## src/rtl/stack_mem_pkg.sv

```systemverilog
// stack_mem_pkg: shared state encoding, op codes and width defaults for stack_mem_responder
package stack_mem_pkg;
    localparam int DW_DEF = 16;
    localparam logic OP_RD = 1'b0;
    localparam logic OP_WR = 1'b1;
    typedef enum logic [2:0] {INIT, IDLE, CAPT, WAIT, ACC, DONE} state_t;
endpackage

```

## src/rtl/stack_mem_responder_if.sv

```systemverilog
// stack_mem_responder_if: strobe/data bus between the datapath controller and the memory responder
interface stack_mem_responder_if #(parameter int DW = 16);
    logic          i_mem_read;
    logic          i_mem_write;
    logic          i_ir_write;
    logic [15:0]   i_addr;
    logic [DW-1:0] i_wr_data;
    logic [DW-1:0] o_rd_data;
    logic [DW-1:0] o_ir;
    logic          o_mem_ready;
    logic          o_busy;
    logic          o_error;
    modport master (
        output i_mem_read, i_mem_write, i_ir_write, i_addr, i_wr_data,
        input  o_rd_data, o_ir, o_mem_ready, o_busy, o_error
    );
    modport slave (
        input  i_mem_read, i_mem_write, i_ir_write, i_addr, i_wr_data,
        output o_rd_data, o_ir, o_mem_ready, o_busy, o_error
    );
endinterface

```

## src/rtl/mem_array_sp.sv

```systemverilog
// mem_array_sp: single-port synchronous RAM, read data valid the cycle after the address
module mem_array_sp #(
    parameter int AW    = 8,
    parameter int DEPTH = 256,
    parameter int DW    = 16
) (
    input  logic          i_clk,
    input  logic          i_we,
    input  logic [AW-1:0] i_addr,
    input  logic [DW-1:0] i_wdata,
    output logic [DW-1:0] o_rdata
);
    logic [DW-1:0] r_mem [DEPTH];
    always_ff @(posedge i_clk) begin
        if (i_we) r_mem[i_addr] <= i_wdata;
        o_rdata <= r_mem[i_addr];
    end
endmodule

```

## src/rtl/stack_mem_responder.sv

```systemverilog
// stack_mem_responder: memory responder with wait states, range check and post-reset zero fill
module stack_mem_responder
    import stack_mem_pkg::*;
#(
    parameter int AW          = 8,
    parameter int DEPTH       = 256,
    parameter int DW          = DW_DEF,
    parameter int WAIT_CYCLES = 1
) (
    input logic                  i_clk,
    input logic                  i_rst_n,
    stack_mem_responder_if.slave bus
);
    localparam logic [AW:0] CNT_LAST  = (AW+1)'(DEPTH - 1);
    localparam logic [16:0] ADDR_LIM  = 17'(DEPTH);
    localparam logic [3:0]  WAIT_INIT = 4'(WAIT_CYCLES);
    state_t        r_state, w_next;
    logic [AW:0]   r_cnt;
    logic [3:0]    r_wcnt;
    logic [15:0]   r_addr;
    logic [DW-1:0] r_wdata, r_rd_data, r_ir, w_ram_rdata, w_ram_wdata;
    logic          r_op, r_irw, r_oor, r_ready, r_error;
    logic          w_oor, w_both, w_any, w_we;
    logic [AW-1:0] w_ram_addr;
    assign w_oor  = {1'b0, r_addr} >= ADDR_LIM;
    assign w_both = bus.i_mem_read && bus.i_mem_write;
    assign w_any  = bus.i_mem_read || bus.i_mem_write;
    // the latched address sits on the RAM during CAPT/WAIT so ACC sees its read data
    assign w_ram_addr  = r_state == INIT ? r_cnt[AW-1:0] : r_addr[AW-1:0];
    assign w_ram_wdata = r_state == INIT ? '0 : r_wdata;
    assign w_we        = r_state == INIT || (r_state == ACC && r_op == OP_WR && !r_oor);
    mem_array_sp #(.AW(AW), .DEPTH(DEPTH), .DW(DW)) u_mem (
        .i_clk  (i_clk),
        .i_we   (w_we),
        .i_addr (w_ram_addr),
        .i_wdata(w_ram_wdata),
        .o_rdata(w_ram_rdata)
    );
    always_ff @(posedge i_clk or negedge i_rst_n)
        if (!i_rst_n) r_state <= INIT;
        else          r_state <= w_next;
    always_comb begin
        w_next = r_state;
        case (r_state)
            INIT:    w_next = r_cnt == CNT_LAST ? IDLE : INIT;
            IDLE:    w_next = w_both ? DONE : w_any ? CAPT : IDLE;
            CAPT:    w_next = (w_oor || WAIT_CYCLES == 0) ? ACC : WAIT;
            WAIT:    w_next = r_wcnt == 4'd1 ? ACC : WAIT;
            ACC:     w_next = DONE;
            DONE:    w_next = w_any ? DONE : IDLE;
            default: w_next = INIT;
        endcase
    end
    always_ff @(posedge i_clk or negedge i_rst_n)
        if (!i_rst_n) begin
            r_cnt     <= '0;
            r_wcnt    <= '0;
            r_addr    <= '0;
            r_wdata   <= '0;
            r_op      <= OP_RD;
            r_irw     <= 1'b0;
            r_oor     <= 1'b0;
            r_rd_data <= '0;
            r_ir      <= '0;
            r_ready   <= 1'b0;
            r_error   <= 1'b0;
        end else begin
            r_ready <= r_state == ACC;
            r_error <= (r_state == ACC && r_oor) || (r_state == IDLE && w_both);
            if (r_state == INIT) r_cnt <= r_cnt + 1'b1;
            if (r_state == IDLE) begin
                r_addr  <= bus.i_addr;
                r_wdata <= bus.i_wr_data;
                r_op    <= bus.i_mem_write ? OP_WR : OP_RD;
                r_irw   <= bus.i_ir_write;
                r_wcnt  <= WAIT_INIT;
            end
            if (r_state == CAPT) r_oor <= w_oor;
            if (r_state == WAIT) r_wcnt <= r_wcnt - 1'b1;
            if (r_state == ACC && (r_op == OP_RD || r_oor)) r_rd_data <= r_oor ? '0 : w_ram_rdata;
            if (r_state == ACC && r_op == OP_RD && r_irw && !r_oor) r_ir <= w_ram_rdata;
        end
    assign bus.o_rd_data   = r_rd_data;
    assign bus.o_ir        = r_ir;
    assign bus.o_mem_ready = r_ready;
    assign bus.o_error     = r_error;
    assign bus.o_busy      = r_state inside {INIT, CAPT, WAIT, DONE};
endmodule

```

## src/flat_wrapper.sv

```systemverilog
// flat-port wrapper written by rule: the top's interface ports become plain ports
module stack_mem_responder_flat import stack_mem_pkg::*;
#(
    parameter int AW          = 8,
    parameter int DEPTH       = 256,
    parameter int DW          = DW_DEF,
    parameter int WAIT_CYCLES = 1
)
  (i_clk, i_rst_n, bus_i_mem_read, bus_i_mem_write, bus_i_ir_write, bus_i_addr, bus_i_wr_data, bus_o_rd_data, bus_o_ir, bus_o_mem_ready, bus_o_busy, bus_o_error);
  stack_mem_responder_if #(.DW(DW)) bus_i ();
  input logic i_clk;
  input logic i_rst_n;
  input wire logic [$bits(bus_i.i_mem_read)-1:0] bus_i_mem_read;
  input wire logic [$bits(bus_i.i_mem_write)-1:0] bus_i_mem_write;
  input wire logic [$bits(bus_i.i_ir_write)-1:0] bus_i_ir_write;
  input wire logic [$bits(bus_i.i_addr)-1:0] bus_i_addr;
  input wire logic [$bits(bus_i.i_wr_data)-1:0] bus_i_wr_data;
  output wire logic [$bits(bus_i.o_rd_data)-1:0] bus_o_rd_data;
  output wire logic [$bits(bus_i.o_ir)-1:0] bus_o_ir;
  output wire logic [$bits(bus_i.o_mem_ready)-1:0] bus_o_mem_ready;
  output wire logic [$bits(bus_i.o_busy)-1:0] bus_o_busy;
  output wire logic [$bits(bus_i.o_error)-1:0] bus_o_error;
  assign bus_i.i_mem_read = bus_i_mem_read;
  assign bus_i.i_mem_write = bus_i_mem_write;
  assign bus_i.i_ir_write = bus_i_ir_write;
  assign bus_i.i_addr = bus_i_addr;
  assign bus_i.i_wr_data = bus_i_wr_data;
  assign bus_o_rd_data = bus_i.o_rd_data;
  assign bus_o_ir = bus_i.o_ir;
  assign bus_o_mem_ready = bus_i.o_mem_ready;
  assign bus_o_busy = bus_i.o_busy;
  assign bus_o_error = bus_i.o_error;
  stack_mem_responder #(.AW(AW), .DEPTH(DEPTH), .DW(DW), .WAIT_CYCLES(WAIT_CYCLES)) u_core (.i_clk(i_clk), .i_rst_n(i_rst_n), .bus(bus_i));
endmodule
```

## config.mk

```make
export PLATFORM = sky130hd
export DESIGN_NAME = stack_mem_responder_flat
export DESIGN_NICKNAME = d
export VERILOG_FILES = /design/src/rtl/stack_mem_pkg.sv /design/src/rtl/stack_mem_responder_if.sv /design/src/rtl/mem_array_sp.sv /design/src/rtl/stack_mem_responder.sv /design/src/flat_wrapper.sv
export SDC_FILE = /design/constraint.sdc
export NUM_CORES = 2
export LEC_CHECK = 0
export ABC_AREA = 0
export BUFFER_PORTS_ARGS = -buffer_cell sky130_fd_sc_hd__buf_2
export CAP_MARGIN = 15
export CORE_UTILIZATION = 40
export CTS_BUF_LIST = sky130_fd_sc_hd__clkbuf_8
export DETAILED_ROUTE_END_ITERATION = 16
export PLACE_DENSITY = 0.57
export SLEW_MARGIN = 5
export SYNTH_ARGS = -nofsm -noshare
export SYNTH_HDL_FRONTEND = slang
export SYNTH_SLANG_ARGS = --single-unit
```

## constraint.sdc

```tcl
create_clock -name i_clk -period 15.2 [get_ports i_clk]
set_clock_uncertainty 0.2 [all_clocks]
set_input_delay 3.04 -clock i_clk [delete_from_list [all_inputs] [get_ports i_clk]]
set_output_delay 3.04 -clock i_clk [all_outputs]
set_load 0.005 [all_outputs]
```

==> results_dict.tcl <==
set metrics [dict create \
    path_common_cell "buf_4" \
    num_rows 233 \
    die-area_mm2 0.4073 \
    synth-seq-area-share_pct 77.49 \
    min_to "u_core.r_cnt[8]$_DFFE_PN0P_" \
    hold_viol 0 \
    cp.arrival_ns 8.78 \
    port-buffer-count 71 \
    drc 0 \
    grt_max_degree 193 \
    slowest_stage "o41ai_1" \
    hold_path.startpoint "u_core.r_cnt[8]$_DFFE_PN0P_" \
    cts_tree "yes" \
    clk-insertion-delay-late_ns 1.28 \
    antenna_found_initial 19 \
    multi_input_area_mm2 0.03436 \
    drtPass1Iterations 8 \
    overflow 0 \
    finalPower_mw 40.73 \
    gp_congestion 0.8439 \
    cts_setup_buffers 0 \
    area_growth_pct 12.55 \
    drive_above_1_share_pct 13.87 \
    worstPathRequired_ns 16.09 \
    wl_um 473900 \
    maxCapViolCount 0 \
    worst_slew_pin_slew_ns 1.490 \
    syn_area_mm2 0.1619 \
    finalSetupTns_ns 0 \
    synth.distinct_cells 56 \
    synthTopCellsByCount "4096 x edfxtp_1, 1727 x mux2i_1, 771 x o22ai_1" \
    synth_compound_area_share_pct 6.153 \
    viasPerCell 5.686 \
    cts_made_buffers 664 \
    drtIter0Drc 10320 \
    crit_chain "o31a_1 > nor2_4 > buf_4 > buf_12 > buf_4 > buf_4 > mux2i_1 > o22ai_1 > o41ai_1 > nand4_1 > a22o_1 > a311o_1" \
    synth_warnings 0 \
    finalCritPeriodShare_pct 51.86 \
    regArea_mm2 0.1254 \
    synthSimpleGateAreaFrac_pct 3.510 \
    die-height_um 638.2 \
    synth_fp_nets 9485 \
    holdCritPathClass "reg -> reg" \
    start_util_pct 40.18 \
    peakVddDrop_mv 0.2919 \
    critPathKind "reg -> reg" \
    grt_usage_pct 22.54 \
    finalMaxSlewViolations 0 \
    grt_pass1_wl_um 661200 \
    powerDensity_mw_per_mm2 223.5 \
    synthMuxAreaShare_pct 11.07 \
    post-route-min-period_ns 7.882 \
    end_kind "flop" \
    vias 90470 \
    yosys.area_share.adder_pct 0.04637 \
    dp_hpwl_um 269300 \
    status "completed" \
    worstPathMaxFanout 113 \
    rr_startpoint "u_core.r_state[1]$_DFF_PN0_" \
    synth_top_family_by_area "multiplexers" \
    cts.sinks 4197 \
    synth_seq_cells 4197 \
    synth-xor-area-share_pct 0.03787 \
    rrSetupSlack_ns 7.32 \
    synth_top_area_share_pct 75.97 \
    design.final.nets 10030 \
    clk_pin_slew_ns 0.07 \
    synth_area_leader_cell "edfxtp_1" \
    fillerInstances 34880 \
    max-clock-path-buffers 4 \
    rsz0062_at_grt "no" \
    fmax_mhz 126.9 \
    design.core.area_mm2 0.4029 \
    setup_viol 0 \
    reg2reg_to "u_core.u_mem.o_rdata[11]$_DFF_P_" \
    avgSynthCellArea_um2 17.15 \
    first_global_vias 87690 \
    chipWidth_um 638.2 \
    root_buffer "clkbuf_8" \
    synth-edff-count 4096 \
    r2r_cells 12 \
    yosysMostFrequentCell "edfxtp_1" \
    max-slew-margin-rel_pct 0.6654 \
    start_kind "flop" \
    cpPeakStageDelay_ns 1.12 \
    cts_resized 0 \
    drtAntennaViolNets 0 \
    ctsHoldBuffers 0 \
    yosys-top-cells-area "edfxtp_1 76%, mux2i_1 11%, o22ai_1 3.0%" \
    p_leak_nw 64.04 \
    worstSetupStartpoint "u_core.r_state[1]$_DFF_PN0_" \
    netlist_instances 9442 \
    cts_htree_levels 6 \
    async_flop_share_pct 2.025 \
    worstHoldPathCells 2 \
    synthFlopType "edfxtp_1" \
    wl_per_cell_um 29.78 \
    ioPinCount 72 \
]
## area by class of cell
| type | instances | share of cell area (%) |
|---|---|---|
| inverter | 7 | 0.01442 |
| clock buffer | 673 | 5.084 |
| timing repair buffer | 479 | 2.067 |
| tap | 5405 | 3.712 |
| multi-input combinational | 4638 | 18.86 |
| antenna | 8 | 0.01099 |
| sequential | 4197 | 68.85 |
| clock inverter | 503 | 1.407 |
## critical path: cells and delay by family (launching register included)
kind | cells | cell delay [ns]
AOI/OAI and AO/OA | 5 | 2.51
buffers and inverters | 4 | 2.83
DFF | 1 | 0.62
muxes | 1 | 0.30
and+or+nand+nor | 2 | 0.74
## per-layer routing
metal  up-vias  routed length, um  GRT usage (%)
li1      38800                  -              -
met1     46740             198600          31.30
met2      4160             220600          35.82
met3       765              37990          4.040
met4         2              16680          7.739
met5         -                 14              0
## report_power, final
group	total, mW	switching (mW)	internal (mW)
Sequential	15.6	0.215	15.3
Clock	8.76	4.49	4.28
Combinational	16.4	11.8	4.59
Total	40.7	16.5	24.2
## through the flow
| step | cells | utilization, % | setup WS, ns | hold slack, ns | area, um^2 |
|---|---|---|---|---|---|
| after floorplan | 9442 | - | 9.651 | 0.2454 | 161900 |
| after global placement | 14710 | 42.21 | 7.552 | 0.2726 | 170100 |
| after detailed placement | 14720 | 42.26 | 7.552 | 0.2805 | 170300 |
| after CTS | 15900 | 45.20 | 7.458 | 0.2865 | 182100 |
| after global routing | 15910 | 45.22 | 7.198 | 0.3109 | 182200 |
| final | 15910 | 45.22 | 7.318 | 0.2893 | 182200 |
## kinds of logic after synthesis
logic type	count (synthesis)
AND/OR/NAND/NOR	1297
adder cells (fa/ha/maj)	6
XOR/XNOR	7
flip-flops	4197
buffers and inverters	607
AO/OA/AOI/OAI	1546
multiplexers	1782
## registers in the layout, summed over array words and instances (netlist names)
signal                  cells
u_core.bus.o_error          1
u_core.bus.o_ir            16
u_core.bus.o_mem_ready      1
u_core.bus.o_rd_data       16
u_core.r_addr              16
u_core.r_cnt                9
u_core.r_irw                1
u_core.r_oor                1
u_core.r_op                 1
u_core.r_state              3
u_core.r_wcnt               4
u_core.r_wdata             16
u_core.u_mem.o_rdata       16
u_core.u_mem.r_mem       4096
## cell usage in the layout (no fill, tap or decap), types with 85 or more instances in the layout
cell,n
mux2i_1,1725
buf_4,368
nor2_1,235
o41ai_1,122
o21ai_0,135
inv_1,279
clkbuf_8,673
nand2_1,675
edfxtp_1,4096
dfrtp_1,85
a21oi_1,274
clkinv_1,132
o22ai_1,771
## worst max path at each step
stage	end	slack, ns	cells past startpoint
after CTS	u_core.u_mem.o_rdata[11]$_DFF_P_	7.46	12
final	u_core.u_mem.o_rdata[11]$_DFF_P_	7.32	12
after floorplan	u_core.u_mem.r_mem[0][10]$_DFFE_PP_	9.65	6
after detailed placement	u_core.u_mem.o_rdata[11]$_DFF_P_	7.55	12
after global placement	u_core.u_mem.o_rdata[12]$_DFF_P_	7.55	12
after global routing	u_core.u_mem.o_rdata[11]$_DFF_P_	7.20	12
No activity file was read; power rests on OpenSTA's default activity.
